File: src/rtl/step_unwind_div_if.sv
// Handshake/data bundle for step_unwind_div.
// master: start, abort, k_in out; q, r, k_lat, busy, done in. slave: mirror.
interface step_unwind_div_if #(
    parameter int WIDTH = 16
);
    logic             start;
    logic             abort;
    logic [WIDTH-1:0] k_in;
    logic [WIDTH-1:0] q;
    logic [WIDTH-1:0] r;
    logic [WIDTH-1:0] k_lat;
    logic             busy;
    logic             done;

    modport master (
        output start, abort, k_in,
        input  q, r, k_lat, busy, done
    );

    modport slave (
        input  start, abort, k_in,
        output q, r, k_lat, busy, done
    );
endinterface

File: src/rtl/step_unwind_div.sv
// Unwinds an accumulated value by repeated subtraction of STEP.
// Ports: clk, rst (sync, active-high), bus (slave): start/abort/k_in in;
// q (quotient), r (remainder), k_lat (latched input), busy, done out.
module step_unwind_div #(
    parameter int WIDTH = 16,
    parameter int STEP  = 50
) (
    input  logic                clk,
    input  logic                rst,
    step_unwind_div_if.slave    bus
);
    if (STEP < 1 || STEP > (2 ** WIDTH) - 1) begin : g_bad_step
        $error("step_unwind_div: STEP out of range 1..2^WIDTH-1");
    end

    localparam logic [WIDTH-1:0] STEP_W = WIDTH'(STEP);

    typedef enum logic [1:0] {
        IDLE = 2'd0,
        RUN  = 2'd1,
        DONE = 2'd2
    } state_t;

    state_t           state, state_n;
    logic [WIDTH-1:0] q, q_n;
    logic [WIDTH-1:0] r, r_n;
    logic [WIDTH-1:0] k_lat, k_lat_n;
    logic             busy, busy_n;
    logic             done, done_n;

    always_ff @(posedge clk) begin
        if (rst) begin
            state <= IDLE;
            q     <= '0;
            r     <= '0;
            k_lat <= '0;
            busy  <= 1'b0;
            done  <= 1'b0;
        end else begin
            state <= state_n;
            q     <= q_n;
            r     <= r_n;
            k_lat <= k_lat_n;
            busy  <= busy_n;
            done  <= done_n;
        end
    end

    always_comb begin
        state_n = state;
        q_n     = q;
        r_n     = r;
        k_lat_n = k_lat;
        busy_n  = busy;
        done_n  = done;
        unique case (state)
            IDLE, DONE: begin
                // A start in DONE restarts with no idle cycle in between.
                if (bus.start) begin
                    state_n = RUN;
                    k_lat_n = bus.k_in;
                    r_n     = bus.k_in;
                    q_n     = '0;
                    busy_n  = 1'b1;
                    done_n  = 1'b0;
                end
            end
            RUN: begin
                if (bus.abort) begin
                    state_n = IDLE;
                    q_n     = '0;
                    r_n     = '0;
                    busy_n  = 1'b0;
                    done_n  = 1'b0;
                end else if (r >= STEP_W) begin
                    r_n = r - STEP_W;
                    q_n = q + 1'b1;
                end else begin
                    state_n = DONE;
                    busy_n  = 1'b0;
                    done_n  = 1'b1;
                end
            end
            default: begin
                state_n = IDLE;
                q_n     = '0;
                r_n     = '0;
                busy_n  = 1'b0;
                done_n  = 1'b0;
            end
        endcase
    end

    assign bus.q     = q;
    assign bus.r     = r;
    assign bus.k_lat = k_lat;
    assign bus.busy  = busy;
    assign bus.done  = done;

    // Product at double width so the identity cannot alias on overflow.
    logic [2*WIDTH-1:0] recon;
    assign recon = ({{WIDTH{1'b0}}, q} * {{WIDTH{1'b0}}, STEP_W})
                 + {{WIDTH{1'b0}}, r};

    a_identity: assert property (@(posedge clk) disable iff (rst)
        (state != IDLE) |-> (recon == {{WIDTH{1'b0}}, k_lat}));
    a_done_rem: assert property (@(posedge clk) disable iff (rst)
        done |-> (r < STEP_W));
    a_excl: assert property (@(posedge clk) disable iff (rst)
        !(busy && done));
    a_idle_zero: assert property (@(posedge clk) disable iff (rst)
        (state == IDLE) |-> (q == '0 && r == '0));
endmodule

File: src/flat_wrapper.sv
// flat-port wrapper written by rule: the top's interface ports become plain ports
module step_unwind_div_flat 
#(
    parameter int WIDTH = 16,
    parameter int STEP  = 50
)
  (clk, rst, bus_start, bus_abort, bus_k_in, bus_q, bus_r, bus_k_lat, bus_busy, bus_done);
  step_unwind_div_if #(.WIDTH(WIDTH)) bus_i ();
  input  logic clk;
  input  logic rst;
  input wire logic [$bits(bus_i.start)-1:0] bus_start;
  input wire logic [$bits(bus_i.abort)-1:0] bus_abort;
  input wire logic [$bits(bus_i.k_in)-1:0] bus_k_in;
  output wire logic [$bits(bus_i.q)-1:0] bus_q;
  output wire logic [$bits(bus_i.r)-1:0] bus_r;
  output wire logic [$bits(bus_i.k_lat)-1:0] bus_k_lat;
  output wire logic [$bits(bus_i.busy)-1:0] bus_busy;
  output wire logic [$bits(bus_i.done)-1:0] bus_done;
  assign bus_i.start = bus_start;
  assign bus_i.abort = bus_abort;
  assign bus_i.k_in = bus_k_in;
  assign bus_q = bus_i.q;
  assign bus_r = bus_i.r;
  assign bus_k_lat = bus_i.k_lat;
  assign bus_busy = bus_i.busy;
  assign bus_done = bus_i.done;
  step_unwind_div #(.WIDTH(WIDTH), .STEP(STEP)) u_core (.clk(clk), .rst(rst), .bus(bus_i));
endmodule
File: config.mk
export PLATFORM = sky130hd
export DESIGN_NAME = step_unwind_div_flat
export DESIGN_NICKNAME = d
export VERILOG_FILES = /design/src/rtl/step_unwind_div_if.sv /design/src/rtl/step_unwind_div.sv /design/src/flat_wrapper.sv
export SDC_FILE = /design/constraint.sdc
export NUM_CORES = 1
export LEC_CHECK = 0
export CAP_MARGIN = 20
export CORE_UTILIZATION = 25
export CTS_BUF_LIST = sky130_fd_sc_hd__clkbuf_16
export CTS_CLUSTER_SIZE = 16
export DETAILED_ROUTE_END_ITERATION = 8
export GPL_TIMING_DRIVEN = 0
export HOLD_SLACK_MARGIN = 0.05
export SLEW_MARGIN = 10
export SYNTH_ARGS = -nofsm -noshare
export SYNTH_HDL_FRONTEND = slang
export SYNTH_SLANG_ARGS = --single-unit
File: constraint.sdc
create_clock -name clk -period 6.1 [get_ports clk]
set_input_delay 0.915 -clock clk [delete_from_list [all_inputs] [get_ports clk]]
set_output_delay 0.915 -clock clk [all_outputs]
set_load 0.01 [all_outputs]
==> out/metrics.cfg <==
[clock_tree]
clock_latency_ns = 0.30
cts.sinks = 52
cts_buffer_depth = 2
hold_buffers = 0
htree_levels = 2
clockRootBuffer = clkbuf_16
cts.clk_slew.worst_paths_ns = 0.07
cts_tree = yes
cts_resized = 0
cts_made_buffers = 5
post_cts_buffers = 0

[synthesis]
synth_top_area_share_pct = 39.9
syn-num-nets = 339
synth_commonest_cells = dfxtp_1 (52), nand2_1 (47), a21oi_1 (34)
synthFlopType = dfxtp_1
ys_seq_elements = 52
synth.largest_area_cell = dfxtp_1
yosysWarnings = 0
syn_avg_cell_area_um2 = 8.22
yosys.cell_count.top_type = dfxtp_1
seq_area_frac_synth_pct = 39.9
synthArstFlopShare_pct = 0
synthCells = 317
synth_area_um2 = 2610
synth_edf_count = 0
yosys-top-cells-area = dfxtp_1 (40%), nand2_1 (6.8%), a21oi_1 (6.5%)
post_synth_num_cell_types = 56

[global_route]
grt_first_pass_wirelength_um = 13200
grt_max_degree = 17
grtUsageTotal_pct = 15.2
antenna_found_initial = 0
overflow = 0
grt_pass1_vias = 2469

[drt]
via_per_inst = 5.03
vias = 2644
dr.pass1.iters = 4
drtIter0Drc = 124
wirelength_um = 8150
ant_nets = 0
drc = 0
wl_per_cell_um = 15.5

[timing]
setup_viol = 0
max_freq_mhz = 313
min_period_ns = 3.19
fin_crit_sh_pct = 52.3
drv_slew = 0
rsz0062_at_grt = false
worst_pin_slew_ns = 0.827
setup-tns-final_ns = 0
max_slew_margin_pct = 44.6
finClkSkew_ns = 0.00478
final-hold-violation-count = 0
fin_ws_ns = 2.91

[floorplan]
coreArea_um2 = 9950
die_area_um2 = 10800
fp.dieW_um = 104
die_y_um = 104
io-pin-count = 70
initial_core_util_pct = 26.2
rows = 36

[critical_path]
crit_type = in2reg
critPathLaunch = bus_abort
cp-end-kind = register
cp_max_fo = 10
critical_path_arrival_ns = 3.38
timing.critical_path.to = u_core.bus.r[8]$_SDFFE_PP0P_
path_cells = clkdlybuf4s50_1 -> nor3b_2 -> nand3_2 -> o21ai_4 -> buf_6 -> nor2_1 -> a32o_1
cp_data_required_time_ns = 6.29
crit_cells = 7
cp-start-kind = input port
path_buf_inv = 2
r2r_slack_ns = 3.58
cpLargestDelayFamily = simple AND/OR/NAND/NOR gates
cpMaxStageDelayCell = nor3b_2
reg2reg_to = u_core.bus.r[8]$_SDFFE_PP0P_
r2r_cells = 6
max_stage_delay_ns = 0.70
regToRegStartpoint = u_core.state[0]$_SDFFE_PP0P_

[worst_hold_path]
hold_depth = 2
hold_path.startpoint = u_core.bus.k_lat[8]$_SDFFE_PP0P_
hold_class = reg2reg

[place]
hpwlAfterDp_um = 6040
dpl_cell_area_um2 = 3450
gp_congestion = 0.910
io_buffers = 68
pre_cts_ws_ns = 2.63

[final_layout]
postLayoutCellArea_um2 = 3600
diodes = 0
seq_area_um2 = 1040
multi_input_area_um2 = 1440
drive_gt1_share_pct = 6.87
fillers = 1041
nets = 414
area_delta_synth_final_pct = 38.0

[power_and_ir_drop]
cellLeakagePower_nw = 1.21
power_frac_seq_pct = 43.5
pwr-share-comb_pct = 23.8
p_int_w = 0.000600
peakVddDrop_uv = 105
switchingPower_w = 0.000263
clkPwrFrac_pct = 32.7
swShare_pct = 30.5
power_density_nw_per_um2 = 240

[flow_run]
max_cap_violations = 0

[run_status]
status = complete, no violations

[state kept, by name, summed over array words and instances, names as in the netlist]
signal and cells:
u_core.bus.r 16, u_core.bus.busy 1, u_core.bus.k_lat 16, u_core.bus.q 16, u_core.state 2, u_core.bus.done 1
[power by group through the flow]
stage | clock [W] | sequential, W | combinational, W
global placement | 0 | 0.000383 | 0.000203
finish | 0.000282 | 0.000376 | 0.000205
CTS | 0.000289 | 0.000376 | 0.000205
global route | 0.000299 | 0.000379 | 0.000222
detailed placement | 0 | 0.000384 | 0.000203
floorplan | 0 | 0.000387 | 0.000114
[how the worst min path moves through the flow]
stage	to	slack, ns
floorplan	u_core.bus.k_lat[0]$_SDFFE_PP0P_	0.48
global placement	u_core.bus.k_lat[12]$_SDFFE_PP0P_	0.45
detailed placement	u_core.bus.k_lat[10]$_SDFFE_PP0P_	0.45
CTS	u_core.bus.k_lat[8]$_SDFFE_PP0P_	0.46
global route	u_core.bus.k_lat[5]$_SDFFE_PP0P_	0.48
finish	u_core.bus.k_lat[8]$_SDFFE_PP0P_	0.46
[cell type report]
class,instances,area share [%]
clock inverters,3,0.522
inverters,7,0.730
multi-input cells,239,40.0
well taps,133,4.63
flip-flops and latches,52,28.9
repair buffers,68,18.9
clock buffers,5,3.48
plain buffers,19,2.78
[placed cells by master (no fill, tap or decap), types with 7 or more instances in the layout]
cell / netlist / final
a21oi_1: 34 / 34
dfxtp_1: 52 / 52
xnor2_1: 9 / 9
nor2_1: 32 / 32
nand2_1: 47 / 47
nor3_1: 10 / 10
clkbuf_1: 11 / 11
o21ai_0: 8 / 8
nand4_1: 7 / 7
clkdlybuf4s50_1: 0 / 68
inv_1: 7 / 7
[stage by stage]
step | utilization [%] | power, W | hold WS (ns) | std cells
floorplan | - | 0.000501 | 0.481 | 317
global placement | 34.7 | 0.000585 | 0.446 | 518
detailed placement | 34.7 | 0.000587 | 0.451 | 518
CTS | 36.1 | 0.000869 | 0.461 | 526
global route | 36.1 | 0.000900 | 0.483 | 526
finish | 36.1 | 0.000863 | 0.456 | 526
[routing by layer]
metal  part of all wire [%]  routed length [µm]  global-route usage, %  vias up
met2                     45                3680                   23.6       77
met4                    1.6                 128                   5.20        0
met5                      0                   0                      0        -
met1                     47                3840                   20.4     1255
met3                    6.1                 501                   3.51        9
li1                       -                   -                      -     1303
[cells by family (layout without fill, tap and decap cells)]
logic type | after synthesis | after routing | synth area share, %
buf+inv | 26 | 102 | 4.85
compound gates | 83 | 83 | 21.7
mux | 5 | 5 | 1.92
flops | 52 | 52 | 39.9
simple gates | 134 | 134 | 25.6
xor+xnor | 15 | 15 | 5.04
fa+ha+maj | 2 | 2 | 0.960
[worst min-delay path: stages (launching register included)]
cell and delay [ns]:
dfxtp_1 0.31, nand2_1 0.05, a21oi_1 0.05
No activity file was read; power rests on OpenSTA's default activity.
==> patch: new RTL, config.mk and constraints unchanged <==
`WIDTH` is set to 16 in 3 places; all go to 17.
--- a/src/rtl/step_unwind_div_if.sv
+++ b/src/rtl/step_unwind_div_if.sv
@@ -2,5 +2,5 @@
 // master: start, abort, k_in out; q, r, k_lat, busy, done in. slave: mirror.
 interface step_unwind_div_if #(
-    parameter int WIDTH = 16
+    parameter int WIDTH = 17
 );
     logic             start;
--- a/src/rtl/step_unwind_div.sv
+++ b/src/rtl/step_unwind_div.sv
@@ -3,5 +3,5 @@
 // q (quotient), r (remainder), k_lat (latched input), busy, done out.
 module step_unwind_div #(
-    parameter int WIDTH = 16,
+    parameter int WIDTH = 17,
     parameter int STEP  = 50
 ) (
--- a/src/flat_wrapper.sv
+++ b/src/flat_wrapper.sv
@@ -2,5 +2,5 @@
 module step_unwind_div_flat 
 #(
-    parameter int WIDTH = 16,
+    parameter int WIDTH = 17,
     parameter int STEP  = 50
 )
Ports: changed (resized bus_k_in, bus_k_lat, bus_q and bus_r); port bits go from 70 to 74. No check against the original RTL was run, so the function may have changed too.
==> patch against the unedited design <==
  * Final area grew 5.0%
  * Register-to-register slack gained 110 ps
  * Total power grew 9.6%
  * Sequential cell count grew 3
  * Critical path depth grew 1
  * Cell count grew 4.2%
  * Synthesized cell count grew 4.7%
  * Non-clock buffer count grew 7
  * Worst setup slack gained 310 ps
  * Count of clock-buffer cells in the layout is the same
  * Synthesized area grew 4.4%
  * Wire length grew 2.5%
==> patch: results (changes against the unedited design) <==
Power and ir drop
  – Sw power: 281 uW (was 263 uW)
  – Peak supply drop: 146 uV (was 105 uV)
  – Leak pwr: 0.00128 uW (was 0.00121 uW)

Clocking
  – Clock buffer depth: 2 (unchanged)
  – Worst-skew pair later-pin latency: 300 ps (about the same)
  – Post_cts resized: 0 (unchanged)
  – Post-CTS Setup Inserts: 0 (unchanged)
  – Clk root buf: clkbuf_16 (unchanged)
  – CTS H-tree depth: 2 (unchanged)
  – Clock slew at reported path FFs: about 80 ps
  – Num CTS Buffers: 5 (unchanged)

Layout
  – Ant. Diodes: 0 (unchanged)
  – Biggest regs: u_core.bus.k_lat x17, u_core.bus.q x17, u_core.bus.r x17 (was u_core.bus.k_lat x16, u_core.bus.q x16, u_core.bus.r x16)
  – Share of post-route cells with drive strength above 1: 6.31% (was 6.87%)
  – Fill cells: 1075 (was 1041)
  – Fin cells: 548 (was 526)
  – Final net count: 434 (was 414)

Placed design
  – Port Buffers: 72 (was 68)
  – Placed cell areas: 3610 sq um (was 3450 sq um)
  – Post-Place Setup Slack: 2910 ps (was 2630 ps)
  – Post-Place Cells: 540 (was 518)
  – Dpl hpwl: 6210 um (was 6040 um)
  – RePlAce Congestion: 0.846 (was 0.910)

Critical path
  – CP arrival: 3110 ps (was 3380 ps)
  – Crit Path Max Fanout: 10 (unchanged)

Global route
  – Initial antenna violation count: 0 (unchanged)
  – First-pass GRT wire length: 13500 um (was 13200 um)
  – GRT Util Overall: 14.9% (was 15.2%)
  – Vias in the first global route: 2614 (was 2469)
  – Largest net degree at the start of global routing: 18 (was 17)

Logic synthesis
  – Asr flop ratio synth: 0% (unchanged)
  – Seq/Total Area, Yosys: 40.5% (was 39.9%)
  – Complex-gate fraction of the synthesized area: 28.4% (was 21.7%)
  – Yosys warnings: 0 (unchanged)
  – Post-Syn Instances: 332 (was 317)
  – Adder-Cell Fraction of Synth Area: 0.920% (was 0.960%)
  – Syn_nets: 355 (was 339)
  – Post-synthesis mux area share: 0.736% (was 1.92%)
  – Ranking of synthesized cells by area: dfxtp_1 40%, a21oi_1 7.2%, nand2_1 6.9%, nor2_1 3.2%, o21ai_0 2.0% (was dfxtp_1 40%, nand2_1 6.8%, a21oi_1 6.5%, nor2_1 4.6%, xnor2_1 3.0%)
  – Synth Area in XOR/XNOR: 1.29% (was 5.04%)
  – Yosys cell types: 57 (was 56)
  – EDFF count, synth: 0 (unchanged)
  – Most frequent cells after synthesis: 55 x dfxtp_1, 50 x nand2_1, 39 x a21oi_1 (was 52 x dfxtp_1, 47 x nand2_1, 34 x a21oi_1)

Routing
  – DR vias: 2800 (was 2644)
  – Pre-antenna DRT Iters: 4 (unchanged)
  – Drt initial violations: 201 (was 124)
  – Post-Route WL: 8350 um (was 8150 um)

Timing
  – Final Skew: 8.99 ps (was 4.78 ps)
  – Worst-margin pin slew: 679 ps (was 827 ps)

Run status
  – Status: finished clean (unchanged)

Hold path
  – Tightest Hold Check Type: flop to flop (unchanged)
-- patch: cell types whose count changed in the layout (fill, tap and decap cells not counted), sizes merged, moves of 5 or more --
cell,before,now
or3,2,8
nor2,33,23
a21oi,34,39
o31ai,1,7
o21ai,9,20
xnor2,9,1
-- patch: final timing paths --
path	from	end	slack (ps)	depth (start not counted)
min	u_core.bus.k_lat[16]	u_core.bus.k_lat[16]	460	2
min reg2reg	u_core.bus.k_lat[16]	u_core.bus.k_lat[16]	460	2
max reg2reg	u_core.bus.r[13]	u_core.bus.r[9]	3690	5
max	bus_start	u_core.bus.q[15]	3210	8
-- patch: power groups by stage --
stage	registers (uW)	clock network [uW]	logic [uW]
2_1_floorplan	412	0	116
3_5_place_dp	408	0	212
5_1_grt	403	353	233
4_1_cts	399	341	214
6_report	400	333	214
3_3_place_gp	407	0	211
-- patch: cell type report --
cell class / count / area [sq um] / share of cell area [%]
buffer: 22 / 103 / 2.72
clock buffer: 5 / 125 / 3.31
clock inverter: 3 / 42.5 / 1.13
inverter: 10 / 37.5 / 0.993
multi-input combinational: 245 / 1480 / 39.1
sequential: 55 / 1100 / 29.1
tap: 136 / 170 / 4.50
timing repair buffer: 72 / 721 / 19.1
-- patch: per-layer routing --
layer / vias to the layer above / track usage [%] / wire length [um]
li1: 1378 / - / -
met1: 1319 / 20.3 / 3830
met2: 93 / 24.1 / 3840
met3: 10 / 3.49 / 594
met4: 0 / 2.78 / 89
met5: - / 0 / 0
-- patch: worst max-delay path: stages --
cell and delay [ps]:
clkdlybuf4s50_1 570, or2_2 140, clkbuf_1 300, and4_1 320, o31ai_4 100, buf_6 150, or4_1 460, a21oi_1 150
